`config.mk`:
```
export PLATFORM = sky130hd
export DESIGN_NAME = alu_share_arbiter
export DESIGN_NICKNAME = d
export VERILOG_FILES = /design/src/rtl/alu_share_arbiter_pkg.sv /design/src/rtl/alu_share_arbiter_alu.sv /design/src/rtl/alu_share_arbiter.sv
export SDC_FILE = /design/constraint.sdc
export NUM_CORES = 1
export LEC_CHECK = 0
export CAP_MARGIN = 10
export CORE_UTILIZATION = 40
export CTS_CLUSTER_SIZE = 8
export DETAILED_ROUTE_END_ITERATION = 10
export PLACE_DENSITY = 0.76
export SYNTH_ARGS = -nofsm -noshare
export SYNTH_HDL_FRONTEND = slang
export SYNTH_HIERARCHICAL = 1
export SYNTH_SLANG_ARGS = --single-unit
```
`constraint.sdc`:
```
create_clock -name CLK -period 12.4 [get_ports CLK]
set_clock_uncertainty 0.15 [all_clocks]
set_input_delay 2.48 -clock CLK [delete_from_list [all_inputs] [get_ports CLK]]
set_output_delay 2.48 -clock CLK [all_outputs]
set_load 0.02 [all_outputs]
```
`src/rtl/alu_share_arbiter_pkg.sv`:
```
// Shared constants for the two-requester ALU arbiter:
// ALU control codes, FSM states and requester ids.
package alu_share_arbiter_pkg;

   localparam logic [3:0] CTRL_AND   = 4'b0000;
   localparam logic [3:0] CTRL_OR    = 4'b0001;
   localparam logic [3:0] CTRL_ADD   = 4'b0010;
   localparam logic [3:0] CTRL_SUB   = 4'b0110;
   localparam logic [3:0] CTRL_PASSB = 4'b0111;
   localparam logic [3:0] CTRL_MOVZ  = 4'b1000;

   localparam logic REQ0 = 1'b0;
   localparam logic REQ1 = 1'b1;

   typedef enum logic [1:0] {
      ST_IDLE = 2'd0,
      ST_EXEC = 2'd1,
      ST_RESP = 2'd2
   } state_t;

   function automatic logic ctrl_legal(input logic [3:0] c);
      logic ok;
      ok = 1'b0;
      case (c)
         CTRL_AND, CTRL_OR, CTRL_ADD,
         CTRL_SUB, CTRL_PASSB, CTRL_MOVZ: ok = 1'b1;
         default: ok = 1'b0;
      endcase
      return ok;
   endfunction

endpackage

```
`src/rtl/alu_share_arbiter_alu.sv`:
```
// Combinational 64-bit ALU: AND/OR/ADD/SUB/PassB/MOVZ.
// Unknown control codes yield zero.
module alu_share_arbiter_alu
   import alu_share_arbiter_pkg::*;
#(
   parameter int WIDTH = 64
) (
   output logic [WIDTH-1:0] BusW,
   input  logic [WIDTH-1:0] BusA,
   input  logic [WIDTH-1:0] BusB,
   input  logic [3:0]       ALUCtrl,
   output logic             Zero
);

   logic [WIDTH-1:0] w_imm;
   logic [5:0]       w_shamt;

   assign w_imm   = {{(WIDTH-16){1'b0}}, BusA[20:5]};
   assign w_shamt = {BusA[22:21], 4'b0000};

   always_comb begin
      BusW = '0;
      case (ALUCtrl)
         CTRL_AND:   BusW = BusA & BusB;
         CTRL_OR:    BusW = BusA | BusB;
         CTRL_ADD:   BusW = BusA + BusB;
         CTRL_SUB:   BusW = BusA - BusB;
         CTRL_PASSB: BusW = BusB;
         CTRL_MOVZ:  BusW = w_imm << w_shamt;
         default:    BusW = '0;
      endcase
   end

   assign Zero = (BusW == '0);

endmodule

```
`src/rtl/alu_share_arbiter.sv`:
```
// Round-robin arbiter sharing one ALU between two requesters,
// with a registered result on per-requester response channels.
module alu_share_arbiter
   import alu_share_arbiter_pkg::*;
#(
   parameter int WIDTH = 64,
   parameter int NREQ  = 2
) (
   input  logic             CLK,
   input  logic             Reset,
   input  logic [NREQ-1:0]  req_valid,
   output logic [NREQ-1:0]  req_ready,
   input  logic [3:0]       req_ctrl0,
   input  logic [3:0]       req_ctrl1,
   input  logic [WIDTH-1:0] req_a0,
   input  logic [WIDTH-1:0] req_a1,
   input  logic [WIDTH-1:0] req_b0,
   input  logic [WIDTH-1:0] req_b1,
   output logic [NREQ-1:0]  rsp_valid,
   input  logic [NREQ-1:0]  rsp_ready,
   output logic [WIDTH-1:0] rsp_result,
   output logic             rsp_zero,
   output logic             rsp_err,
   output logic             busy
);

   state_t           r_state;
   state_t           w_state_nxt;
   logic             r_rr_ptr;
   logic             r_gid;
   logic [3:0]       r_ctrl;
   logic [WIDTH-1:0] r_a;
   logic [WIDTH-1:0] r_b;
   logic [WIDTH-1:0] r_result;
   logic             r_zero;
   logic             r_err;

   logic             w_win_vld;
   logic             w_win_id;
   logic [NREQ-1:0]  w_req_ready;
   logic [NREQ-1:0]  w_rsp_valid;
   logic             w_legal;
   logic [3:0]       w_alu_ctrl;
   logic [WIDTH-1:0] w_alu_out;
   logic             w_alu_zero;

   always_comb begin
      w_win_vld   = 1'b0;
      w_win_id    = r_rr_ptr;
      w_req_ready = '0;
      if (r_state == ST_IDLE) begin
         if (req_valid[r_rr_ptr]) begin
            w_win_vld = 1'b1;
            w_win_id  = r_rr_ptr;
         end else if (req_valid[~r_rr_ptr]) begin
            w_win_vld = 1'b1;
            w_win_id  = ~r_rr_ptr;
         end
         if (w_win_vld) w_req_ready[w_win_id] = 1'b1;
      end
   end

   always_comb begin
      w_state_nxt = r_state;
      unique case (r_state)
         ST_IDLE: if (w_win_vld) w_state_nxt = ST_EXEC;
         ST_EXEC: w_state_nxt = ST_RESP;
         ST_RESP: if (rsp_ready[r_gid]) w_state_nxt = ST_IDLE;
         default: w_state_nxt = ST_IDLE;
      endcase
   end

   always_comb begin
      w_rsp_valid = '0;
      if (r_state == ST_RESP) w_rsp_valid[r_gid] = 1'b1;
   end

   // Illegal codes never reach the ALU; PassB is a harmless stand-in.
   assign w_legal    = ctrl_legal(r_ctrl);
   assign w_alu_ctrl = w_legal ? r_ctrl : CTRL_PASSB;

   alu_share_arbiter_alu #(.WIDTH(WIDTH)) u_alu (
      .BusW    (w_alu_out),
      .BusA    (r_a),
      .BusB    (r_b),
      .ALUCtrl (w_alu_ctrl),
      .Zero    (w_alu_zero)
   );

   always_ff @(posedge CLK) begin
      if (Reset) begin
         r_state  <= ST_IDLE;
         r_rr_ptr <= REQ0;
         r_gid    <= REQ0;
         r_ctrl   <= '0;
         r_a      <= '0;
         r_b      <= '0;
         r_result <= '0;
         r_zero   <= 1'b0;
         r_err    <= 1'b0;
      end else begin
         r_state <= w_state_nxt;
         if (w_win_vld) begin
            r_gid    <= w_win_id;
            r_rr_ptr <= ~w_win_id;
            r_ctrl   <= (w_win_id == REQ1) ? req_ctrl1 : req_ctrl0;
            r_a      <= (w_win_id == REQ1) ? req_a1 : req_a0;
            r_b      <= (w_win_id == REQ1) ? req_b1 : req_b0;
         end
         if (r_state == ST_EXEC) begin
            r_result <= w_legal ? w_alu_out : '0;
            r_zero   <= w_legal ? w_alu_zero : 1'b1;
            r_err    <= ~w_legal;
         end
      end
   end

   assign req_ready  = w_req_ready;
   assign rsp_valid  = w_rsp_valid;
   assign rsp_result = r_result;
   assign rsp_zero   = r_zero;
   assign rsp_err    = r_err;
   assign busy       = (r_state != ST_IDLE);

endmodule

```
After elaboration in Yosys (flattened, before gate mapping)
Index checks and enable logic that the tools add are counted.
{"block": "word_totals", "regBits": 202, "in_bits": 270, "elab_cells": 78}
{"block": "classes", "add_sub_neg": 2, "n_lt_le_gt_ge": 6, "eq_ne": 14, "n_shift": 1, "muxes": 32, "bitwise": 5, "reduce_logical": 9}
{"op": "one-hot mux 64 bit (6 select lines)", "n": 1}
{"op": "two-way mux 64 bit", "n": 3}
{"op": "adder 64 bit", "n": 1}
{"op": "bitwise AND 64 bit", "n": 1}
{"op": "logical NOT 64 bit", "n": 1}
{"op": "OR 64 bit", "n": 1}
{"op": "<< shifter 16 x 6 -> 64 bit", "n": 1}
{"op": "subtractor 64 bit", "n": 1}
{"op": "two-way mux 1 bit", "n": 18}
{"op": "== test 4 x 3 -> 1 bit (second input constant)", "n": 4}
{"op": "two-way mux 2 bit", "n": 5}
{"op": "== test 4 x 1 -> 1 bit (second input constant)", "n": 2}
{"op": "== test 4 x 2 -> 1 bit (second input constant)", "n": 2}
{"op": "== test 4 bit (second input constant)", "n": 2}
{"op": "logical NOT 4 bit", "n": 2}
{"op": "less-than comparator 1 x 2 -> 1 bit (second input constant)", "n": 4}
{"op": "two-way mux 4 bit", "n": 2}
{"op": "one-hot mux 2 bit (3 select lines)", "n": 1}
{"op": "OR reduction 6 bit", "n": 1}
{"op": "!= test 2 bit (second input constant)", "n": 2}
{"op": "inverter 1 bit", "n": 3}
{"op": "demux 1 bit (select 1 bit)", "n": 2}
{"op": "== test 2 x 1 -> 1 bit (second input constant)", "n": 1}
{"op": "== test 2 bit (second input constant)", "n": 1}
{"op": "other kinds (5)", "n": 7}

Longest topological paths before layout
{"block": "logic_depth", "word_depth": 12, "ltp_mapped": 29}

By module
Netlist, hierarchy kept.
{"mod": "alu_share_arbiter", "instances": 1, "cells_per_inst": 970, "area_each_um2": 8485.6, "seq_area_each_um2": 4043.9}
{"mod": "alu_share_arbiter_alu", "instances": 1, "cells_per_inst": 1213, "area_each_um2": 7807.5, "seq_area_each_um2": 0.0}

Least setup slack after synthesis
Ideal clock, no wire load.
{"block": "synth_timing", "path_type": "register to register", "startpoint": "register r_ctrl[1]", "endpoint": "register r_zero (netlist: rsp_zero)", "arrival_time_ps": 6134, "required_time_ps": 12180, "setup_slack_ps": 6046, "path_stages_with_launch": 28, "n_path_buf": 6, "synth_period_minus_slack_ps": 6354, "cell_sequence": "dfxtp_1 > buf_2 > nor2b_1 > a211o_1 > buf_6 > nor2_1 > and2_1 > clkbuf_1 > clkbuf_1 > buf_1 > nand2_1 > clkbuf_1 > mux2i_1 > fa_1 > a211oi_2 > o21ai_1 > xor2_1 > a221o_1 > or4b_1 > or4b_1 > or4_1 > nor4b_2 > nand4b_1 > nor4_2 > nand4_1 > nor4_2 > inv_1 > a21oi_1"}
{"block": "synth_between", "elab_chain_cells": 8, "word_cells_on_any_way": 18, "cone_classes": "10 x eq/ne; 4 x mux; 4 x reduce/logical"}
{"item": "start, declared", "line_no": "alu_share_arbiter.sv:31", "source": "logic [3:0] r_ctrl;"}
{"item": "start signal, assigned", "line_no": "alu_share_arbiter.sv:106", "source": "r_ctrl <= (w_win_id == REQ1) ? req_ctrl1 : req_ctrl0;"}
{"item": "== test 4 x 1 -> 1 bit, or another cell as far along", "line_no": "alu_share_arbiter_pkg.sv:24", "source": "case (c)"}
{"item": "OR reduction 6 bit (*)", "line_no": "alu_share_arbiter_pkg.sv:24"}
{"item": "two-way mux 1 bit (*)", "line_no": "alu_share_arbiter_pkg.sv:24"}
{"item": "two-way mux 4 bit (*)", "line_no": "alu_share_arbiter.sv:80", "source": "assign w_alu_ctrl = w_legal ? r_ctrl : CTRL_PASSB;"}
{"item": "net w_alu_ctrl[0]", "line_no": "alu_share_arbiter.sv:43", "source": "logic [3:0] w_alu_ctrl;"}
{"item": "== test 4 bit, or another cell as far along", "line_no": "alu_share_arbiter_alu.sv:23", "source": "case (ALUCtrl)"}
{"item": "one-hot mux 64 bit (6 select lines) (*)", "line_no": "alu_share_arbiter_alu.sv:23"}
{"item": "net w_alu_out[6]", "line_no": "alu_share_arbiter.sv:44", "source": "logic [WIDTH-1:0] w_alu_out;"}
{"item": "logical NOT 64 bit (*)", "line_no": "alu_share_arbiter_alu.sv:34", "source": "assign Zero = (BusW == '0);"}
{"item": "net w_alu_zero", "line_no": "alu_share_arbiter.sv:45", "source": "logic w_alu_zero;"}
{"item": "two-way mux 1 bit (*)", "line_no": "alu_share_arbiter.sv:112", "source": "r_zero <= w_legal ? w_alu_zero : 1'b1;"}
{"item": "end signal, assigned", "line_no": "alu_share_arbiter.sv:112"}
{"item": "end, declared", "line_no": "alu_share_arbiter.sv:35", "source": "logic r_zero;"}
The timed path passes the listed nets; every way through them passes the cells marked *.
A chain may end at the register's enable or synchronous reset.

Worst setup path in the final report
{"block": "layout_timing", "startpoint": "input req_valid[1]", "endpoint": "output req_ready[1]"}
{"block": "layout_between", "elab_chain_cells": 11, "word_cells_on_any_way": 17, "cone_classes": "2 x order compare; 14 x mux; 1 x reduce/logical"}
{"item": "start, declared", "line_no": "alu_share_arbiter.sv:11", "source": "input logic [NREQ-1:0] req_valid,"}
{"item": "two-way mux 1 bit (not written as such) (2 in series)", "line_no": "alu_share_arbiter.sv:55", "source": "end else if (req_valid[~r_rr_ptr]) begin"}
{"item": "two-way mux 1 bit", "line_no": "alu_share_arbiter.sv:55"}
{"item": "two-way mux 1 bit", "line_no": "alu_share_arbiter.sv:52", "source": "if (req_valid[r_rr_ptr]) begin"}
{"item": "two-way mux 1 bit", "line_no": "alu_share_arbiter.sv:51", "source": "if (r_state == ST_IDLE) begin"}
{"item": "less-than comparator 1 x 2 -> 1 bit (not written as such) / greater-or-equal comparator 1 bit (equally long branches)", "line_no": "alu_share_arbiter.sv:59", "source": "if (w_win_vld) w_req_ready[w_win_id] = 1'b1;"}
{"item": "logical AND 1 bit (not written as such)", "line_no": "alu_share_arbiter.sv:59"}
{"item": "two-way mux 1 bit (not written as such)", "line_no": "alu_share_arbiter.sv:59"}
{"item": "demux 1 bit (select 1 bit)", "line_no": "alu_share_arbiter.sv:59"}
{"item": "two-way mux 2 bit (*)", "line_no": "alu_share_arbiter.sv:59"}
{"item": "two-way mux 2 bit (*)", "line_no": "alu_share_arbiter.sv:51"}
{"item": "end, declared", "line_no": "alu_share_arbiter.sv:12", "source": "output logic [NREQ-1:0] req_ready,"}
Every way passes the cells marked *; elsewhere a longest branch is shown, timed or not. The select of a mux whose other input is x is not followed.

==> flow_summary.ini <==
[place]
gp_congestion = 1.04
placedCellCount = 2865
pre_cts_ws_ns = 5.47
dpl.hpwl_mm = 57.3
dpl-instance-area_sq_um = 19800
port_buffers = 340

[clock_tree]
numCtsBuffers = 29
htreeDepth = 1
ctsResizeCount = 0
clk_latency_ns = 0.58
cts_tree = done
clk_pin_slew_ns = 0.05
clock-sinks = 202
clockRootBuffer = clkbuf_16
cts_buffer_depth = 3
cts_setup_buffers = 0
ctsHoldBuffers = 0

[floorplan]
initial_core_util = 0.408
ios = 341
rows = 73
dieArea_sq_um = 41500
die_w_um = 204
die_h_um = 204
core_area_sq_um = 39900

[critical_path]
rr_endpoint = rsp_zero
cp-end-kind = output pin
worstRegToRegCells = 22
path_cells = buf_4 -> buf_4 -> nand3_1 -> inv_1 -> clkdlybuf4s50_1
crit_arrival_ns = 4.32
worst_path_most_repeated_cell = buf_4
reg2reg_slack_ns = 5.49
cpPeakStageDelay_ns = 0.60
start_kind = primary input
critPathKind = primary input to output pin
critPathLaunch = req_valid[1]
crit_slowest_cell = clkdlybuf4s50_1
timing.rr.start = r_b[16]
critical_path.max_fanout = 48
cp.required_ns = 9.77
cp_num_buf_inv = 4
cpLargestDelayFamily = buffers and inverters

[sta]
finalSetupViolCount = 0
fin_crit_ns = 6.95
finalSetupTns_ns = 0
layout_setup_ws_ns = 5.45
worst_slew_pin_slew_ns = 1.22
period_share = 0.561
rsz0062_at_grt = no
hold_ws_ns = 0.310
finalHoldViolations = 0
max_clock_freq_mhz = 144
max_slew_margin = 0.182
finalMaxSlewViolations = 0

[synthesis]
syn_nets = 2520
syn_area_sq_um = 16300
avgSynthCellArea_sq_um = 7.46
ys_types = 93
synth_cells = 2183
synthArstFlopShare = 0
synth_edf_count = 0
synth_flop_cell = dfxtp_1
ys_ff_latch = 202
ys_seq_area_frac = 0.248
yosys_warnings = 6

[power_and_ir_drop]
ir_worst_vdd_mv = 0.0974
p_per_area_nw_per_um2 = 127
total_leakage_power_nw = 7.27

[hold_path]
hp-class = flop to flop
min_to = rsp_result[14]
hold_depth = 1
min_from = rsp_result[14]

[status]
status = finished, final reports clean

[route]
drt-wirelength-per-cell_um = 25.9
routed_via_density = 6.68
routed_wl_mm = 75.0
drc_errors = 0
drtIter0Drc = 2378
vias = 19400
dr.pass1.iters = 6
antenna_left = 0

[layout]
nNetsFinal = 2708
area_growth_pct = 25.8
fin_area_sq_um = 20500
num-fill-cells = 3846
stdcell_count = 2899
drive_gt1_frac = 0.0413

[global_route]
grt_usage = 0.346
antenna_found_initial = 5
grt_pass1_vias = 17600
grt-ovfl-total = 0
grt_start_max_net_pins = 127
grt_first_pass_wirelength_mm = 110

[job]
maxCapViolCount = 0
-- cell usage in the layout, fill, tap and decap left out, types with 66 or more instances in the layout --
master | Yosys | layout
clkdlybuf4s50_1 | 0 | 338
o21ai_0 | 228 | 228
dfxtp_1 | 202 | 202
nand4_1 | 161 | 161
nand3_1 | 157 | 157
nand2_1 | 149 | 148
a31oi_1 | 143 | 143
a21oi_1 | 111 | 111
nor2_1 | 106 | 105
ha_1 | 66 | 66
-- how the worst max path moves through the flow --
| stage | cells past startpoint | endpoint | slack (ns) |
|---|---|---|---|
| 2_1_floorplan | 27 | rsp_zero | 6.05 |
| 3_3_place_gp | 5 | req_ready[1] | 5.48 |
| 3_5_place_dp | 5 | req_ready[1] | 5.47 |
| 4_1_cts | 5 | req_ready[1] | 5.45 |
| 5_1_grt | 25 | rsp_zero | 4.96 |
| 6_report | 5 | req_ready[1] | 5.45 |
-- layout make-up --
cell class	instances	area, sq um	area share
antenna	3	7.51	0.000366
clock buffer	30	729	0.0356
clock inverter	1	7.51	0.000366
inverter	42	159	0.00775
multi-input combinational	1726	11300	0.550
sequential	202	4040	0.197
tap	525	657	0.0320
timing repair buffer	370	3620	0.177
-- per-layer routing --
| metal | vias up | GRT usage | wire, um |
|---|---|---|---|
| met5 | - | 0 | 13 |
| li1 | 8782 | - | - |
| met2 | 1129 | 0.470 | 30000 |
| met4 | 2 | 0.118 | 2390 |
| met3 | 130 | 0.121 | 9190 |
| met1 | 9316 | 0.497 | 33400 |
-- worst reg2reg max path, stage by stage (launching register included) --
cell and delay [ns]:
dfxtp_1 0.38, or4_1 0.59, or2_1 0.30, or3_1 0.32, or3_1 0.38, or2_2 0.34, nor3_4 0.24, a21oi_1 0.14
xnor2_1 0.21, ha_1 0.43, and4_1 0.30, a221oi_1 0.44, inv_1 0.09, a221oi_1 0.48, o21a_1 0.25, o21ai_1 0.10
xnor2_1 0.13, o21ai_0 0.15, or4_1 0.56, or4_1 0.42, nor4_2 0.24, inv_1 0.08, a21oi_1 0.11
-- registers in the layout (all words and copies together) (netlist names) --
| signal | flops |
|---|---|
| r_a | 64 |
| r_b | 64 |
| r_ctrl | 4 |
| r_gid | 1 |
| r_rr_ptr | 1 |
| r_state | 2 |
| rsp_err | 1 |
| rsp_result | 64 |
| rsp_zero | 1 |
-- kinds of logic after synthesis --
logic type,count (synthesis),share of synthesized area
adders and majority gates,90,0.0661
AOI/OAI and AO/OA,792,0.322
buffers and inverters,255,0.0654
xor gates and xnor gates,115,0.0618
muxes,7,0.00438
DFF,202,0.248
and+or+nand+nor,722,0.232
-- where the power goes --
group          leakage, nW  internal, W  total (W)  switching (W)
Clock                0.359     0.000406   0.000691       0.000286
Combinational         5.26     0.000408    0.00111       0.000705
Sequential            1.65     0.000704   0.000805       0.000101
Total                 7.27      0.00152    0.00261        0.00109
-- per-stage QoR --
step / total power [W] / util
2_1_floorplan: 0.00148 / -
3_3_place_gp: 0.00188 / 0.495
3_5_place_dp: 0.00188 / 0.495
4_1_cts: 0.00257 / 0.513
5_1_grt: 0.00272 / 0.514
6_report: 0.00261 / 0.514
-- cells in the mapped netlist (8+ instances only) --
master | n | area, sq um
nand4_1 | 161 | 1010
ha_1 | 66 | 826
nor2_1 | 106 | 398
nor3_1 | 32 | 160
maj3_1 | 22 | 220
xnor2_1 | 64 | 561
a221oi_1 | 37 | 324
nand2b_1 | 12 | 75.1
inv_1 | 41 | 154
buf_1 | 10 | 37.5
xor2_1 | 51 | 447
a21oi_1 | 111 | 556
o21ai_0 | 228 | 1140
nand3_1 | 157 | 786
nor4_1 | 12 | 75.1
o21bai_1 | 8 | 60.1
dfxtp_1 | 202 | 4040
a221o_1 | 12 | 120
o21ai_1 | 9 | 45.0
or3_1 | 17 | 106
clkbuf_1 | 157 | 589
a31oi_1 | 143 | 895
a22oi_1 | 24 | 180
o21a_1 | 10 | 75.1
nand2_1 | 149 | 559
buf_2 | 35 | 175
o221ai_1 | 10 | 87.6
a21boi_0 | 39 | 293
a21o_1 | 27 | 203
or4_1 | 14 | 105
a32o_1 | 64 | 641
(Power assumes the default switching activity.)
